--- config.mk ---
export PLATFORM = sky130hd
export DESIGN_NAME = tweak_sequencer_flat
export DESIGN_NICKNAME = d
export VERILOG_FILES = /design/src/rtl/tweak_sequencer_pkg.sv /design/src/rtl/tweak_sequencer_if.sv /design/src/rtl/tweak_sequencer_dec.sv /design/src/rtl/tweak_sequencer.sv /design/src/flat_wrapper.sv
export SDC_FILE = /design/constraint.sdc
export NUM_CORES = 1
export LEC_CHECK = 0
export BUFFER_PORTS_ARGS = -buffer_cell sky130_fd_sc_hd__buf_2
export CORE_UTILIZATION = 40
export DETAILED_ROUTE_END_ITERATION = 16
export HOLD_SLACK_MARGIN = 0.05
export PLACE_DENSITY = 0.72
export REMOVE_ABC_BUFFERS = 1
export SETUP_SLACK_MARGIN = 0.15
export SYNTH_ARGS = -nofsm -noshare
export SYNTH_HDL_FRONTEND = slang
export SYNTH_SLANG_ARGS = --single-unit
--- constraint.sdc ---
create_clock -name CLK -period 2.2 [get_ports CLK]
set_input_delay 0.22 -clock CLK [delete_from_list [all_inputs] [get_ports CLK]]
set_output_delay 0.22 -clock CLK [all_outputs]
set_load 0.02 [all_outputs]
--- src/rtl/tweak_sequencer_pkg.sv ---
// Shared encodings, state enum and instruction field helpers
// for the tweakpu sequencer.
package tweakpu_pkg;

    localparam logic [1:0] ENC_0OP = 2'b00;
    localparam logic [1:0] ENC_1OP = 2'b01;
    localparam logic [1:0] ENC_2OP = 2'b10;
    localparam logic [1:0] ENC_3OP = 2'b11;

    localparam logic [5:0] OP_NOP  = 6'h00;
    localparam logic [5:0] OP_JMP  = 6'h01;
    localparam logic [5:0] OP_HALT = 6'h3F;
    localparam logic [5:0] OP_LDI  = 6'h00;

    typedef enum logic [2:0] {
        IDLE,
        FETCH,
        DECODE,
        RD_A,
        RD_B,
        EXEC,
        WB,
        HALT
    } state_t;

    // rd sits in a different nibble for each encoding
    function automatic logic [3:0] f_rd(input logic [31:0] ins);
        logic [3:0] r;
        r = 4'd0;
        unique case (ins[31:30])
            ENC_1OP: r = ins[23:20];
            ENC_2OP: r = ins[7:4];
            ENC_3OP: r = ins[11:8];
            default: r = 4'd0;
        endcase
        return r;
    endfunction

    function automatic logic [3:0] f_ra(input logic [31:0] ins);
        logic [3:0] r;
        r = 4'd0;
        unique case (ins[31:30])
            ENC_2OP: r = ins[3:0];
            ENC_3OP: r = ins[7:4];
            default: r = 4'd0;
        endcase
        return r;
    endfunction

    function automatic logic [3:0] f_rb(input logic [31:0] ins);
        return ins[3:0];
    endfunction

    function automatic logic [31:0] f_imm(input logic [31:0] ins);
        return {12'd0, ins[19:0]};
    endfunction

endpackage

--- src/rtl/tweak_sequencer_if.sv ---
// Instruction-memory, register-file and ALU bus
// between the sequencer and the tweakpu datapath.
interface tweak_sequencer_if #(
    parameter int PCW = 4
);
    logic            imem_req;
    logic [PCW-1:0]  imem_addr;
    logic            imem_ack;
    logic [31:0]     imem_data;

    logic            rf_en;
    logic            rf_we;
    logic [3:0]      rf_addr;
    logic [31:0]     rf_wdata;
    logic [31:0]     rf_rdata;

    logic            alu_go;
    logic [5:0]      alu_icode;
    logic [31:0]     alu_a;
    logic [31:0]     alu_b;
    logic [31:0]     alu_res;

    modport master (
        output imem_req, imem_addr,
        input  imem_ack, imem_data,
        output rf_en, rf_we, rf_addr, rf_wdata,
        input  rf_rdata,
        output alu_go, alu_icode, alu_a, alu_b,
        input  alu_res
    );

    modport slave (
        input  imem_req, imem_addr,
        output imem_ack, imem_data,
        input  rf_en, rf_we, rf_addr, rf_wdata,
        output rf_rdata,
        input  alu_go, alu_icode, alu_a, alu_b,
        output alu_res
    );

endinterface

--- src/rtl/tweak_sequencer_dec.sv ---
// Combinational instruction field decoder.
// Exactly one is_* flag is high for any word.
module tweak_sequencer_dec
    import tweakpu_pkg::*;
(
    input  logic [31:0] ins,
    output logic        is_nop,
    output logic        is_jmp,
    output logic        is_halt,
    output logic        is_ldi,
    output logic        is_alu2,
    output logic        is_alu3,
    output logic [5:0]  icode,
    output logic [3:0]  rd,
    output logic [3:0]  ra,
    output logic [3:0]  rb,
    output logic [31:0] imm
);

    always_comb begin
        is_nop  = 1'b0;
        is_jmp  = 1'b0;
        is_halt = 1'b0;
        is_ldi  = 1'b0;
        is_alu2 = 1'b0;
        is_alu3 = 1'b0;
        icode   = ins[29:24];
        rd      = f_rd(ins);
        ra      = f_ra(ins);
        rb      = f_rb(ins);
        imm     = f_imm(ins);
        // unknown icodes in the 0/1-operand spaces fall back to NOP
        unique case (ins[31:30])
            ENC_0OP: begin
                if (icode == OP_JMP)       is_jmp  = 1'b1;
                else if (icode == OP_HALT) is_halt = 1'b1;
                else                       is_nop  = 1'b1;
            end
            ENC_1OP: begin
                if (icode == OP_LDI) is_ldi = 1'b1;
                else                 is_nop = 1'b1;
            end
            ENC_2OP: is_alu2 = 1'b1;
            ENC_3OP: is_alu3 = 1'b1;
        endcase
    end

endmodule

--- src/rtl/tweak_sequencer.sv ---
// Multi-cycle fetch/decode/execute controller for tweakpu.
// One instruction in flight; pc and operand latches live here.
module tweak_sequencer
    import tweakpu_pkg::*;
#(
    parameter int             PCW      = 4,
    parameter logic [PCW-1:0] RESET_PC = '0
) (
    input  logic                CLK,
    input  logic                RESET,
    input  logic                run,
    tweak_sequencer_if.master   bus,
    output logic [PCW-1:0]      pc,
    output logic                halted
);

    state_t         state_q, state_d;
    logic [PCW-1:0] pc_q, pc_d;
    logic [31:0]    ir_q, ir_d;
    logic [31:0]    a_q, a_d;
    logic [31:0]    b_q, b_d;

    logic           is_nop, is_jmp, is_halt;
    logic           is_ldi, is_alu2, is_alu3;
    logic [5:0]     icode;
    logic [3:0]     rd, ra, rb;
    logic [31:0]    imm;

    logic [PCW-1:0] pc_inc;
    state_t         st_bound;

    tweak_sequencer_dec u_dec (
        .ins     (ir_q),
        .is_nop  (is_nop),
        .is_jmp  (is_jmp),
        .is_halt (is_halt),
        .is_ldi  (is_ldi),
        .is_alu2 (is_alu2),
        .is_alu3 (is_alu3),
        .icode   (icode),
        .rd      (rd),
        .ra      (ra),
        .rb      (rb),
        .imm     (imm)
    );

    assign pc_inc   = pc_q + PCW'(1);
    assign st_bound = run ? FETCH : IDLE;
    assign pc       = pc_q;
    assign halted   = (state_q == HALT);

    always_ff @(posedge CLK) begin
        if (RESET) begin
            state_q <= IDLE;
            pc_q    <= RESET_PC;
            ir_q    <= '0;
            a_q     <= '0;
            b_q     <= '0;
        end else begin
            state_q <= state_d;
            pc_q    <= pc_d;
            ir_q    <= ir_d;
            a_q     <= a_d;
            b_q     <= b_d;
        end
    end

    always_comb begin
        state_d       = state_q;
        pc_d          = pc_q;
        ir_d          = ir_q;
        a_d           = a_q;
        b_d           = b_q;
        bus.imem_req  = 1'b0;
        bus.imem_addr = pc_q;
        bus.rf_en     = 1'b0;
        bus.rf_we     = 1'b0;
        bus.rf_addr   = 4'd0;
        bus.rf_wdata  = 32'd0;
        bus.alu_go    = 1'b0;
        bus.alu_icode = 6'd0;
        bus.alu_a     = a_q;
        bus.alu_b     = b_q;

        unique case (state_q)
            IDLE: begin
                if (run) state_d = FETCH;
            end
            FETCH: begin
                bus.imem_req = 1'b1;
                if (bus.imem_ack) begin
                    ir_d    = bus.imem_data;
                    state_d = DECODE;
                end
            end
            DECODE: begin
                unique case (1'b1)
                    is_halt: state_d = HALT;
                    is_jmp: begin
                        pc_d    = imm[PCW-1:0];
                        state_d = st_bound;
                    end
                    is_ldi:  state_d = WB;
                    is_alu2: state_d = RD_A;
                    is_alu3: state_d = RD_A;
                    is_nop: begin
                        pc_d    = pc_inc;
                        state_d = st_bound;
                    end
                    default: state_d = IDLE;
                endcase
            end
            RD_A: begin
                bus.rf_en   = 1'b1;
                bus.rf_addr = ra;
                state_d     = is_alu3 ? RD_B : EXEC;
            end
            RD_B: begin
                a_d         = bus.rf_rdata;
                bus.rf_en   = 1'b1;
                bus.rf_addr = rb;
                state_d     = EXEC;
            end
            EXEC: begin
                // last read lands now; pass it straight to the ALU
                bus.alu_go    = 1'b1;
                bus.alu_icode = icode;
                if (is_alu3) begin
                    b_d       = bus.rf_rdata;
                    bus.alu_b = bus.rf_rdata;
                end else begin
                    a_d       = bus.rf_rdata;
                    b_d       = 32'd0;
                    bus.alu_a = bus.rf_rdata;
                    bus.alu_b = 32'd0;
                end
                state_d = WB;
            end
            WB: begin
                bus.rf_en    = 1'b1;
                bus.rf_we    = 1'b1;
                bus.rf_addr  = rd;
                bus.rf_wdata = is_ldi ? imm : bus.alu_res;
                pc_d         = pc_inc;
                state_d      = st_bound;
            end
            HALT: begin
                state_d = HALT;
            end
            default: state_d = IDLE;
        endcase
    end

endmodule

--- src/flat_wrapper.sv ---
// flat-port wrapper written by rule: the top's interface ports become plain ports
module tweak_sequencer_flat import tweakpu_pkg::*;
#(
    parameter int             PCW      = 4,
    parameter logic [PCW-1:0] RESET_PC = '0
)
  (CLK, RESET, run, pc, halted, bus_imem_req, bus_imem_addr, bus_imem_ack, bus_imem_data, bus_rf_en, bus_rf_we, bus_rf_addr, bus_rf_wdata, bus_rf_rdata, bus_alu_go, bus_alu_icode, bus_alu_a, bus_alu_b, bus_alu_res);
  tweak_sequencer_if #(.PCW(PCW)) bus_i ();
  input  logic CLK;
  input  logic RESET;
  input  logic run;
  output logic [PCW-1:0] pc;
  output logic halted;
  output wire logic [$bits(bus_i.imem_req)-1:0] bus_imem_req;
  output wire logic [$bits(bus_i.imem_addr)-1:0] bus_imem_addr;
  input wire logic [$bits(bus_i.imem_ack)-1:0] bus_imem_ack;
  input wire logic [$bits(bus_i.imem_data)-1:0] bus_imem_data;
  output wire logic [$bits(bus_i.rf_en)-1:0] bus_rf_en;
  output wire logic [$bits(bus_i.rf_we)-1:0] bus_rf_we;
  output wire logic [$bits(bus_i.rf_addr)-1:0] bus_rf_addr;
  output wire logic [$bits(bus_i.rf_wdata)-1:0] bus_rf_wdata;
  input wire logic [$bits(bus_i.rf_rdata)-1:0] bus_rf_rdata;
  output wire logic [$bits(bus_i.alu_go)-1:0] bus_alu_go;
  output wire logic [$bits(bus_i.alu_icode)-1:0] bus_alu_icode;
  output wire logic [$bits(bus_i.alu_a)-1:0] bus_alu_a;
  output wire logic [$bits(bus_i.alu_b)-1:0] bus_alu_b;
  input wire logic [$bits(bus_i.alu_res)-1:0] bus_alu_res;
  assign bus_imem_req = bus_i.imem_req;
  assign bus_imem_addr = bus_i.imem_addr;
  assign bus_i.imem_ack = bus_imem_ack;
  assign bus_i.imem_data = bus_imem_data;
  assign bus_rf_en = bus_i.rf_en;
  assign bus_rf_we = bus_i.rf_we;
  assign bus_rf_addr = bus_i.rf_addr;
  assign bus_rf_wdata = bus_i.rf_wdata;
  assign bus_i.rf_rdata = bus_rf_rdata;
  assign bus_alu_go = bus_i.alu_go;
  assign bus_alu_icode = bus_i.alu_icode;
  assign bus_alu_a = bus_i.alu_a;
  assign bus_alu_b = bus_i.alu_b;
  assign bus_i.alu_res = bus_alu_res;
  tweak_sequencer #(.PCW(PCW), .RESET_PC(RESET_PC)) u_core (.CLK(CLK), .RESET(RESET), .run(run), .bus(bus_i), .pc(pc), .halted(halted));
endmodule
== Yosys cells after proc, flatten, opt, wreduce, memory -nomap -nowiden ==
Index checks and enable logic that the tools add are counted.

* Register bits after elaboration: 103
* Word-level logic and storage cells: 68

* Add/subtract/negate cells: 1
* Equality and inequality tests: 15
* Reductions and logical operators: 11
* Multiplexer cells: 36

{| class="wikitable"
|+ Operators by type and width
! cell !! count
|-
| 32-bit 2-to-1 mux || 6
|-
| 32-bit one-hot mux with 2 select lines || 1
|-
| 3-bit one-hot mux with 8 select lines || 1
|-
| 4-bit one-hot mux with 2 select lines || 3
|-
| 4-bit one-hot mux with 3 select lines || 2
|-
| 1-bit 2-to-1 mux || 18
|-
| 3-bit equality test, second input constant || 4
|-
| 3-bit one-hot mux with 4 select lines || 1
|-
| 3-bit by 2-bit equality test with 1-bit output, second input constant || 2
|-
| 6-bit by 1-bit equality test with 1-bit output, second input constant || 1
|-
| 6-bit equality test, second input constant || 1
|-
| 6-bit zero test || 1
|-
| 3-bit 2-to-1 mux || 2
|-
| 6-bit 2-to-1 mux || 1
|-
| 2-bit AND reduction || 3
|-
| 4-bit by 1-bit adder with 4-bit output, second input constant || 1
|-
| 2-bit equality test, second input constant || 2
|-
| 2-bit != test, second input constant || 2
|-
| 2-bit nonzero test || 2
|-
| 2-bit OR reduction || 2
|-
| 3-bit by 1-bit equality test with 1-bit output, second input constant || 1
|-
| 3-bit zero test || 1
|-
| 3-bit by 1-bit != test with 1-bit output, second input constant || 1
|-
| 3-bit OR reduction || 1
|-
| other kinds (3) || 3
|}

== Logic depth before layout (Yosys ltp) ==
Gate-level depths: netlist (run 1).

* Depth after elaboration: 7
* Depth in mapped cells: 8
* Depth with buffers taken out: 6

== Hierarchy ==
From an unflattened synthesis (run 1), not the netlist that was laid out.

* Cell total of the unflattened synthesis: 727
* Area total of the unflattened synthesis: 5688.0 µm²

{| class="wikitable"
|+ By module, submodules not included
! module !! area an instance (µm²) !! instances !! cells an instance
|-
| tweak_sequencer || 5114.9 || 1 || 653
|-
| tweak_sequencer_dec || 573.0 || 1 || 74
|}

== Worst setup path before layout (run 1) ==
Ideal clock, no wire load.

* Kind: reg2out
* Start: reg u_core.ir_q[25]
* End: out bus_rf_wdata[1]
* Cell stages (with the launch flop): 8
* Arrival time: 2.189 ns
* Required time: 1.980 ns
* Setup slack: -0.209 ns
* Cell sequence: dfxtp_1 -> or4_1 -> or4b_4 -> buf_6 -> nor2_1 -> buf_2 -> nand2_1 -> a21oi_1

* Word-level cells in the longest chain between the ends: 5

{| class="wikitable"
|+ Ends and longest elaborated chain
! item !! line !! RTL
|-
| start, declared || tweak_sequencer.sv:19 || <nowiki>logic [31:0] ir_q, ir_d;</nowiki>
|-
| start signal, assigned || tweak_sequencer.sv:62 || <nowiki>ir_q <= ir_d;</nowiki>
|-
| 6-bit zero test || tweak_sequencer_dec.sv:40 || <nowiki>if (icode == OP_LDI) is_ldi = 1'b1;</nowiki>
|-
| 1-bit 2-to-1 mux || tweak_sequencer_dec.sv:40 ||
|-
| 1-bit 2-to-1 mux || tweak_sequencer_dec.sv:33 || <nowiki>unique case (ins[31:30])</nowiki>
|-
| 32-bit 2-to-1 mux || tweak_sequencer.sv:143 || <nowiki>bus.rf_wdata = is_ldi ? imm : bus.alu_res;</nowiki>
|-
| 32-bit 2-to-1 mux || tweak_sequencer.sv:85 || <nowiki>unique case (state_q)</nowiki>
|-
| end, declared || flat_wrapper.sv:21 || <nowiki>output wire logic [$bits(bus_i.rf_wdata)-1:0] bus_rf_wdata;</nowiki>
|}

No other way between the ends.

== Final worst setup path (run 1) ==
* Start: reg u_core.ir_q[25]
* End: out bus_rf_wdata[26]

The elaborated chain is that of the path after synthesis.

==> results of run 1 <==
worst max-delay path: cells and delay by family (launching register included):
kind | cells | cell delay (ns)
AND/OR/NAND/NOR | 4 | 1.52
flip-flops | 1 | 0.31
buffers and inverters | 2 | 0.31
power groups by stage:
| stage | Combinational (µW) | Clock (µW) | Sequential [µW] |
|---|---|---|---|
| floorplan | 183 | 0 | 1990 |
| global placement | 435 | 0 | 1990 |
| detailed placement | 439 | 0 | 1990 |
| CTS | 467 | 1680 | 1950 |
| global route | 536 | 1760 | 1950 |
| finish | 490 | 1650 | 1950 |
worst paths after layout:
| check | startpoint | to | slack [ns] | cells past startpoint |
|---|---|---|---|---|
| max | u_core.ir_q[25] | bus_rf_wdata[26] | -0.53 | 6 |
| min | bus_imem_data[2] | u_core.ir_q[2] | 0.10 | 3 |
| max reg2reg | u_core.ir_q[25] | u_core.bus.imem_addr[2] | -0.21 | 8 |
| min reg2reg | u_core.a_q[15] | u_core.a_q[15] | 0.45 | 2 |
per-layer routing:
layer	GRT usage (%)	vias up	wire (µm)
met4	7.53	0	207
met3	5.10	15	1060
met2	38.7	211	7150
li1	-	2712	-
met5	0	-	0
met1	28.8	2447	6540
final cells by class:
cell class	instances	share of cell area, %
Clock buffer	10	3.40
Timing Repair Buffer	255	23.3
Antenna cell	1	0.0356
Inverter	6	0.392
Sequential cell	103	29.4
Multi-Input combinational cell	515	39.5
Clock inverter	6	0.980
Tap cell	168	2.99
what timing repair did:
action / in CTS / in global routing
gates cloned: 4 / 0
resized for setup: 41 / 34
buffers inserted: 4 / 1
endpoints found under the setup margin: 112 / 108
pin swaps: 3 / 8
sequential cells by signal, indices dropped and copies added, names as in the netlist:
register / cells
u_core.a_q: 32
u_core.b_q: 32
u_core.ir_q: 32
u_core.bus.imem_addr: 4
u_core.state_q: 3
cells by family (layout without fill, tap and decap cells):
logic type               Yosys count  count (layout)  synth area share, %
other                              0               1                    0
multiplexers                      39              39                 8.58
XOR/XNOR                           1               1                0.175
AO/OA/AOI/OAI                    149             149                 16.2
AND/OR/NAND/NOR                  325             325                 27.7
flip-flops                       103             103                 41.1
buffers and inverters             66             277                 5.99
adder cells (fa/ha/maj)            1               1                0.250
cells in the final DEF (no fill, tap or decap), types with 5 or more instances in the layout:
cell type / n
mux2i_1: 7
mux2_2: 30
buf_6: 8
nand3_1: 33
clkbuf_16: 9
nand2_1: 239
a21oi_1: 120
inv_1: 5
buf_12: 8
dfxtp_1: 99
buf_4: 35
and2_1: 7
and3_1: 13
buf_2: 199
nor2_1: 5
through the flow:
stage          cell area [µm²]  power (µW)  util (%)
2_1_floorplan             4740        2180         -
3_3_place_gp              6330        2420      52.3
3_5_place_dp              6330        2420      52.3
4_1_cts                   6900        4090      57.0
5_1_grt                   7020        4250      57.9
6_report                  7020        4090      58.0
==> metrics.md, run 1 <==
| Metric | Value |
|---|---|
| Pint | `3050 µW` |
| Std-Cell Rows | `40` |
| Root buf cell | `clkbuf_16` |
| Syn avg cell area | `7.33 µm²` |
| Fin nets | `991` |
| Clk pwr share | `40.4%` |
| Worst Setup End Kind | `primary output` |
| Vias in the first global route | `4703` |
| Clock slew at reported path FFs | `0.07 ns` |
| Via/cell ratio | `5.06` |
| Max IR drop VDD | `0.311 mV` |
| Die span in x | `114 µm` |
| Worst slack, placed | `-0.167 ns` |
| Sequential element share of the synthesized area | `41.1%` |
| Most frequent cell after synthesis | `nand2_1` |
| Leakage | `0.00336 µW` |
| Non-filler cells, final | `1064` |
| Largest net degree at the start of global routing | `67` |
| Initial Utilization | `41.4%` |
| Clock Sinks | `103` |
| Final WS setup | `-0.532 ns` |
| Full die area | `13000 µm²` |
| Post-Syn Area | `5010 µm²` |
| Synth warn | `0` |
| Gpl congestion | `0.789` |
| RSZ-0062 raised after global routing | `true` |
| Arrival time worst endpoint | `2.51 ns` |
| FMAX | `0.366 GHz` |
| PwrDens | `582 nW/µm²` |
| Sequential Power Share | `47.6%` |
| IO Pins | `219` |
| Slew Limit Fails | `0` |
| Overall routing resource usage | `22.9%` |
| Final setup fails | `69` |
| Crit share post-route | `124%` |
| Num CTS Buffers | `9` |
| Clk_lat worst skew | `0.36 ns` |
| Hold_ws | `0.101 ns` |
| Detailed Route Iter0 Violations | `366` |
| Failing checks | `negative setup slack` |
| Clock Skews | `0.00854 ns` |
| Area growth syn-to-layout | `40.0%` |
| Hold_buf cts | `0` |
| Layout fillers | `1160` |
| Max-cap violations | `0` |
| Synth Instances | `684` |
| Max-slew headroom | `67.1%` |
| Fraction of registers with async set/reset | `0%` |
| Tmin final | `2.73 ns` |
| EDFF count, synth | `0` |
| Drt total wl | `15000 µm` |
| Crit Path Category | `flop to primary output` |
| Synth top area share | `41.1%` |
| Post-synth top cells | `nand2_1, a21oi_1, dfxtp_1, clkbuf_1, nand3_1` |
| Status | `finished, violations left` |
| Combinational group share of total power | `12.0%` |
| Hold/Removal Path Class | `input pin to flop` |
| Top cells by area, synth | `dfxtp_1, nand2_1, a21oi_1` |
| Footprint of the multi-input gates | `2770 µm²` |
| Setup_tns | `-22.11 ns` |
| CP max FO | `32` |
| Worst EP required | `1.98 ns` |
| Slowest cell on the critical path | `or4b_4` |
| Initial antenna violation count | `0` |
| Drt drc | `0` |
| First-pass GRT wire length | `23400 µm` |
| Post-route ant nets | `0` |
| CTS max path bufs | `2` |
| Switching part of the total | `25.5%` |
| Die Ht | `114 µm` |
| CTS tree | `built` |
| CP peak stage delay | `0.55 ns` |
| Share of cells above drive strength 1 | `37.3%` |
| Main synth FF type | `dfxtp_1` |
| GRT Residual Overflow | `0` |
| CP Cell Sequence | `or4_4 -> or4b_4 -> or2_4 -> buf_12 -> and3_1 -> buf_2` |
| Psw | `1040 µW` |
| Placed instance count | `1038` |
| Yosys reg bits | `103` |
| H-Tree Depth | `3` |
| Drt first pass iters | `4` |
| Final Hold Fails | `0` |
| Drt wl/cell | `14.1 µm` |
| Area of all sequential standard cells | `2070 µm²` |
| Slew @ Worst Pin | `0.488 ns` |
| Netlist cell types | `44` |
| Startpoint types | `flop` |
| DR vias | `5385` |
| IO buf count | `218` |
| Placeable Area | `12100 µm²` |
| DP HPWL | `9690 µm` |
| Largest area contributor in the netlist | `dfxtp_1` |
No activity file was read; power rests on OpenSTA's default activity.
==> run 2, diff against run 1 <==
--- a/config.mk
+++ b/config.mk
@@ -6,10 +6,11 @@
 export NUM_CORES = 1
 export LEC_CHECK = 0
 export BUFFER_PORTS_ARGS = -buffer_cell sky130_fd_sc_hd__buf_2
+export CORE_MARGIN = 5
 export CORE_UTILIZATION = 40
 export DETAILED_ROUTE_END_ITERATION = 16
 export HOLD_SLACK_MARGIN = 0.05
-export PLACE_DENSITY = 0.72
+export PLACE_DENSITY = 0.69
 export REMOVE_ABC_BUFFERS = 1
 export SETUP_SLACK_MARGIN = 0.15
 export SYNTH_ARGS = -nofsm -noshare
==> constraint.sdc (replaced) <==
create_clock -name CLK -period 3.45 [get_ports CLK]
set_input_delay 0.345 -clock CLK [delete_from_list [all_inputs] [get_ports CLK]]
set_output_delay 0.345 -clock CLK [all_outputs]
set_load 0.02 [all_outputs]
==> run 2 against run 1 <==
Compared with the run above:
- the run now ends clean
- cell area down 9.1%
- sequential power down 36%
- clock power down 43%
- worst hold slack better by 0.13 ns
- non-clock buffer count down 27
- via count down 5.1%
- largest cell class unchanged
- largest power group unchanged
==> metrics.md, run 2 (synthesis gave the netlist of run 1 again) <==
| Metric | Value |
|---|---|
| Status | `completed` |
| Max IR drop VDD | `0.206 mV` |
| Leakage | `0.00311 µW` |
| CP Cell Sequence | `or4_1 -> or4b_4 -> or2_2 -> and3_1 -> buf_2` |
| Num CTS Buffers | `9` |
| Top Registers | `u_core.a_q x32, u_core.b_q x32, u_core.ir_q x32` |
| Fin nets | `964` |
| Clock slew at reported path FFs | `0.07 ns` |
| RSZ-0062 raised after global routing | `false` |
| Cts repair resizes | `1` |
| Max-cap violations | `0` |
| Clock Sinks | `103` |
| Worst EP required | `3.11 ns` |
| Tmin final | `3.14 ns` |
| Area growth syn-to-layout | `27.3%` |
| IO Pins | `219` |
| Detailed Route Iter0 Violations | `410` |
| Clk_lat worst skew | `0.34 ns` |
| Placeable Area | `12200 µm²` |
| Final WS setup | `0.309 ns` |
| Hold Path Depth | `3` |
| Setup_tns | `0 ns` |
| Std-Cell Rows | `40` |
| Gpl congestion | `0.787` |
| Slew Limit Fails | `0` |
| Drt drc | `0` |
| CTS tree | `built` |
| Startpoint types | `flop` |
| Final setup fails | `0` |
| Layout fillers | `1233` |
| ANT cells | `0` |
| Crit Path Category | `flop to primary output` |
| Drt total wl | `15000 µm` |
| Initial antenna violation count | `0` |
| GRT Residual Overflow | `0` |
| Die Ht | `122 µm` |
| Top Family by Delay on Critical Path | `simple AND/OR/NAND/NOR gates` |
| Drt wl/cell | `14.5 µm` |
| PwrDens | `382 nW/µm²` |
| Via/cell ratio | `4.94` |
| First-pass GRT wire length | `23600 µm` |
| Hold/Removal Path Class | `input pin to flop` |
| Worst r2r src | `u_core.state_q[1]` |
| Initial Utilization | `41.2%` |
| Worst Path Buf+Inv | `1` |
| Most frequent cells in the layout | `nand2_1, buf_2, a21oi_1` |
| Setup bufs post-CTS | `0` |
| Arrival time worst endpoint | `2.80 ns` |
| Drt first pass iters | `4` |
| Share of cells above drive strength 1 | `32.3%` |
| Worst slack, placed | `0.527 ns` |
| Slowest cell on the critical path | `or4b_4` |
| Worst path depth | `5` |
| H-Tree Depth | `3` |
| CP peak stage delay | `0.59 ns` |
| Die span in x | `122 µm` |
| Vias in the first global route | `4646` |
| CTS max path bufs | `2` |
| CP max FO | `32` |
| Max-slew headroom | `28.0%` |
| Overall routing resource usage | `19.6%` |
| Final Hold Fails | `0` |
| Largest net degree at the start of global routing | `86` |
| Post-route ant nets | `0` |
| Internal reg-to-reg setup slack | `1.00 ns` |
| DP HPWL | `10400 µm` |
| Worst Setup End Kind | `primary output` |
| Clock Skews | `0.00709 ns` |
| DR vias | `5110` |
| Slew @ Worst Pin | `1.08 ns` |
| Most common cell after layout, fill and taps aside | `nand2_1` |
| Crit share post-route | `91.0%` |
| FMAX | `0.318 GHz` |
| IO buf count | `218` |
| R2R cell count | `7` |
| Full die area | `14900 µm²` |
| CP Launch Point | `u_core.ir_q[25]` |
| Hold path start | `bus_imem_data[29]` |
| Root buf cell | `clkbuf_16` |
| Hold_buf cts | `0` |
-- run 2: routing by layer --
metal  routed length (µm)  global-route usage, %  vias to the layer above
met3                 1250                   5.29                       16
met2                 6810                   31.9                      185
met4                  270                   6.30                        0
li1                     -                      -                     2640
met1                 6690                   25.3                     2269
met5                    0                      0                        -
-- run 2: cell type report --
class / instances / area [µm²] / share of cell area, %
repair buffers: 228 / 1170 / 18.3
flip-flops and latches: 103 / 2060 / 32.3
inverters: 6 / 22.5 / 0.353
well taps: 168 / 210 / 3.29
multi-input cells: 515 / 2660 / 41.6
clock inverters: 4 / 22.5 / 0.353
clock buffers: 11 / 243 / 3.80
-- run 2: final timing paths --
path,endpoint
hold / removal,u_core.ir_q[29]
setup reg to reg,u_core.bus.imem_addr[0]
setup / recovery,bus_rf_wdata[29]
hold reg to reg,u_core.a_q[30]
-- run 2: worst register-to-register path, cell delays in order (launching register included) --
cell and delay (ns):
dfxtp_1 0.50, nor2b_1 0.38, nand2_1 0.09, buf_4 0.23
inv_1 0.44, a21oi_2 0.18, or3_1 0.40, a31oi_1 0.15
-- run 2: metrics by stage --
stage	std cells	hold WS [ns]	cell area (µm²)	power (µW)	util, %
finish	1035	0.232	6380	2440	52.5
global route	1035	0.223	6380	2540	52.5
CTS	1035	0.220	6380	2470	52.5
detailed placement	1020	0.443	6120	1530	50.3
global placement	1020	0.441	6120	1520	50.3
floorplan	624	0.414	4740	1390	-
-- run 2: report_power, final --
group / internal [µW] / switching [µW]
combinational: 101 / 148
clock: 502 / 439
sequential: 1220 / 30.8
total: 1820 / 618
==> run 3, diff against run 2 <==
--- a/config.mk
+++ b/config.mk
@@ -6,11 +6,11 @@
 export NUM_CORES = 1
 export LEC_CHECK = 0
 export BUFFER_PORTS_ARGS = -buffer_cell sky130_fd_sc_hd__buf_2
-export CORE_MARGIN = 5
-export CORE_UTILIZATION = 40
+export CORE_MARGIN = 10
+export CORE_UTILIZATION = 37
 export DETAILED_ROUTE_END_ITERATION = 16
 export HOLD_SLACK_MARGIN = 0.05
-export PLACE_DENSITY = 0.69
+export PLACE_DENSITY = 0.65
 export REMOVE_ABC_BUFFERS = 1
 export SETUP_SLACK_MARGIN = 0.15
 export SYNTH_ARGS = -nofsm -noshare
==> run 3 against run 2 <==
Compared with the run above:
- sequential power hardly changed
- largest power group unchanged
- via count is 0.72% higher
- setup slack better by 0.010 ns
==> metrics.md, run 3 (synthesis gave the netlist of run 1 again) <==
| Metric | Value |
|---|---|
| Utilization after layout | `48.9%` |
| Max-cap violations | `0` |
| Clk_lat worst skew | `0.35 ns` |
| Die span in x | `136 µm` |
| Slowest cell on the critical path | `or4b_4` |
| CTS tree | `built` |
| Slew Limit Fails | `0` |
| Final setup fails | `0` |
| Max-slew headroom | `26.1%` |
| Startpoint types | `flop` |
| Largest net degree at the start of global routing | `82` |
| Via/cell ratio | `4.93` |
| Crit share post-route | `90.8%` |
| DP HPWL | `11800 µm` |
| Vias in the first global route | `5001` |
| Leakage | `0.00314 µW` |
| DR vias | `5147` |
| CP Cell Sequence | `or4_1 -> or4b_4 -> or2_2 -> and3_1 -> buf_2` |
| Hold/Removal Path Class | `input pin to flop` |
| Top Registers | `u_core.a_q x32, u_core.b_q x32, u_core.ir_q x32` |
| Full die area | `18600 µm²` |
| ANT cells | `0` |
| Drt total wl | `16100 µm` |
| Placeable Area | `13200 µm²` |
| CTS max path bufs | `2` |
| Drt drc | `0` |
| Drt first pass iters | `4` |
| Overall routing resource usage | `17.0%` |
| Arrival time worst endpoint | `2.79 ns` |
| CP max FO | `32` |
| Area growth syn-to-layout | `29.1%` |
| Most frequent cells in the layout | `nand2_1, buf_2, a21oi_1` |
| First-pass GRT wire length | `25800 µm` |
| RSZ-0062 raised after global routing | `false` |
| H-Tree Depth | `3` |
| PwrDens | `407 nW/µm²` |
| Fin nets | `964` |
| Final Hold Fails | `0` |
| Clock slew at reported path FFs | `0.07 ns` |
| Max IR drop VDD | `0.250 mV` |
| Worst EP required | `3.11 ns` |
| Initial Utilization | `37.9%` |
| Share of cells above drive strength 1 | `32.5%` |
| Layout fillers | `1376` |
| Crit Path Category | `flop to primary output` |
| Slew @ Worst Pin | `1.11 ns` |
| Gpl congestion | `0.765` |
| Setup_tns | `0 ns` |
| Root buf cell | `clkbuf_16` |
| Detailed Route Iter0 Violations | `295` |
| Num CTS Buffers | `9` |
| Std-Cell Rows | `42` |
| Clock Skews | `0.0102 ns` |
| GRT Residual Overflow | `0` |
| Status | `completed` |
| Drt wl/cell | `15.5 µm` |
| Tmin final | `3.13 ns` |
| FMAX | `0.319 GHz` |
| Hold_buf cts | `0` |
| Hold_ws | `0.222 ns` |
| IO Pins | `219` |
| Post-route ant nets | `0` |
| Initial antenna violation count | `1` |
| Total power | `2630 µW` |
| Clock Sinks | `103` |
| Worst Setup End Kind | `primary output` |
| Most common cell after layout, fill and taps aside | `nand2_1` |
| CP peak stage delay | `0.59 ns` |
| IO buf count | `218` |
| Die Ht | `136 µm` |
run 3: changes by cell type in the layout (fill, tap and decap cells not counted):
| cell | change |
|---|---|
| clkinv_2 | -2 |
| clkbuf_8 | +1 |
| clkbuf_1 | -1 |
| bufinv_16 | +2 |
| buf_12 | +1 |
| clkinvlp_4 | +1 |
| buf_4 | -1 |
run 3: layer usage:
layer | vias to the layer above | wire length, µm | track usage [%]
li1 | 2646 | - | -
met1 | 2315 | 7180 | 21.0
met4 | 2 | 160 | 4.56
met2 | 171 | 7300 | 27.2
met3 | 13 | 1480 | 6.35
met5 | - | 16 | 0
run 3: final timing paths:
path | depth (start not counted) | to | from | slack [ns]
worst max-delay path | 5 | bus_rf_wdata[30] | u_core.ir_q[25] | 0.32
worst min register to register | 2 | u_core.a_q[6] | u_core.a_q[6] | 0.45
worst min-delay path | 3 | u_core.ir_q[8] | bus_imem_data[8] | 0.22
worst max register to register | 7 | u_core.bus.imem_addr[0] | u_core.state_q[1] | 1.06
run 3: worst max-delay path: cells and delay by family (launching register included):
family                 cells  cell delay, ns
buffers and inverters      1            0.15
DFF                        1            0.34
and+or+nand+nor            4            1.93
run 3: metrics by stage:
stage	worst slack (ns)	cells	cell area, µm²
after floorplan	0.530	624	4740
after global placement	0.585	1028	6140
after detailed placement	0.553	1028	6140
after CTS	0.169	1044	6470
after global routing	0.226	1044	6470
final	0.319	1044	6470
run 3: what timing repair did:
action	in CTS	in global routing
hold endpoints to repair	0	0
endpoints found under the setup margin	0	32
resized for setup	0	1
buffers inserted	0	0
run 3: cell type report:
class	count	area (µm²)	area share, %
clock buffer	11	253	3.90
inverter	6	22.5	0.348
clock inverter	5	80.1	1.24
timing repair buffer	228	1180	18.2
tap	176	220	3.40
multi-input combinational	515	2660	41.0
sequential	103	2060	31.9
run 3: report_power, final:
| part | switching [µW] | total, µW | internal (µW) |
|---|---|---|---|
| clock | 460 | 1130 | 675 |
| combinational | 150 | 251 | 101 |
| sequential | 31.7 | 1250 | 1220 |
| total | 642 | 2630 | 1990 |
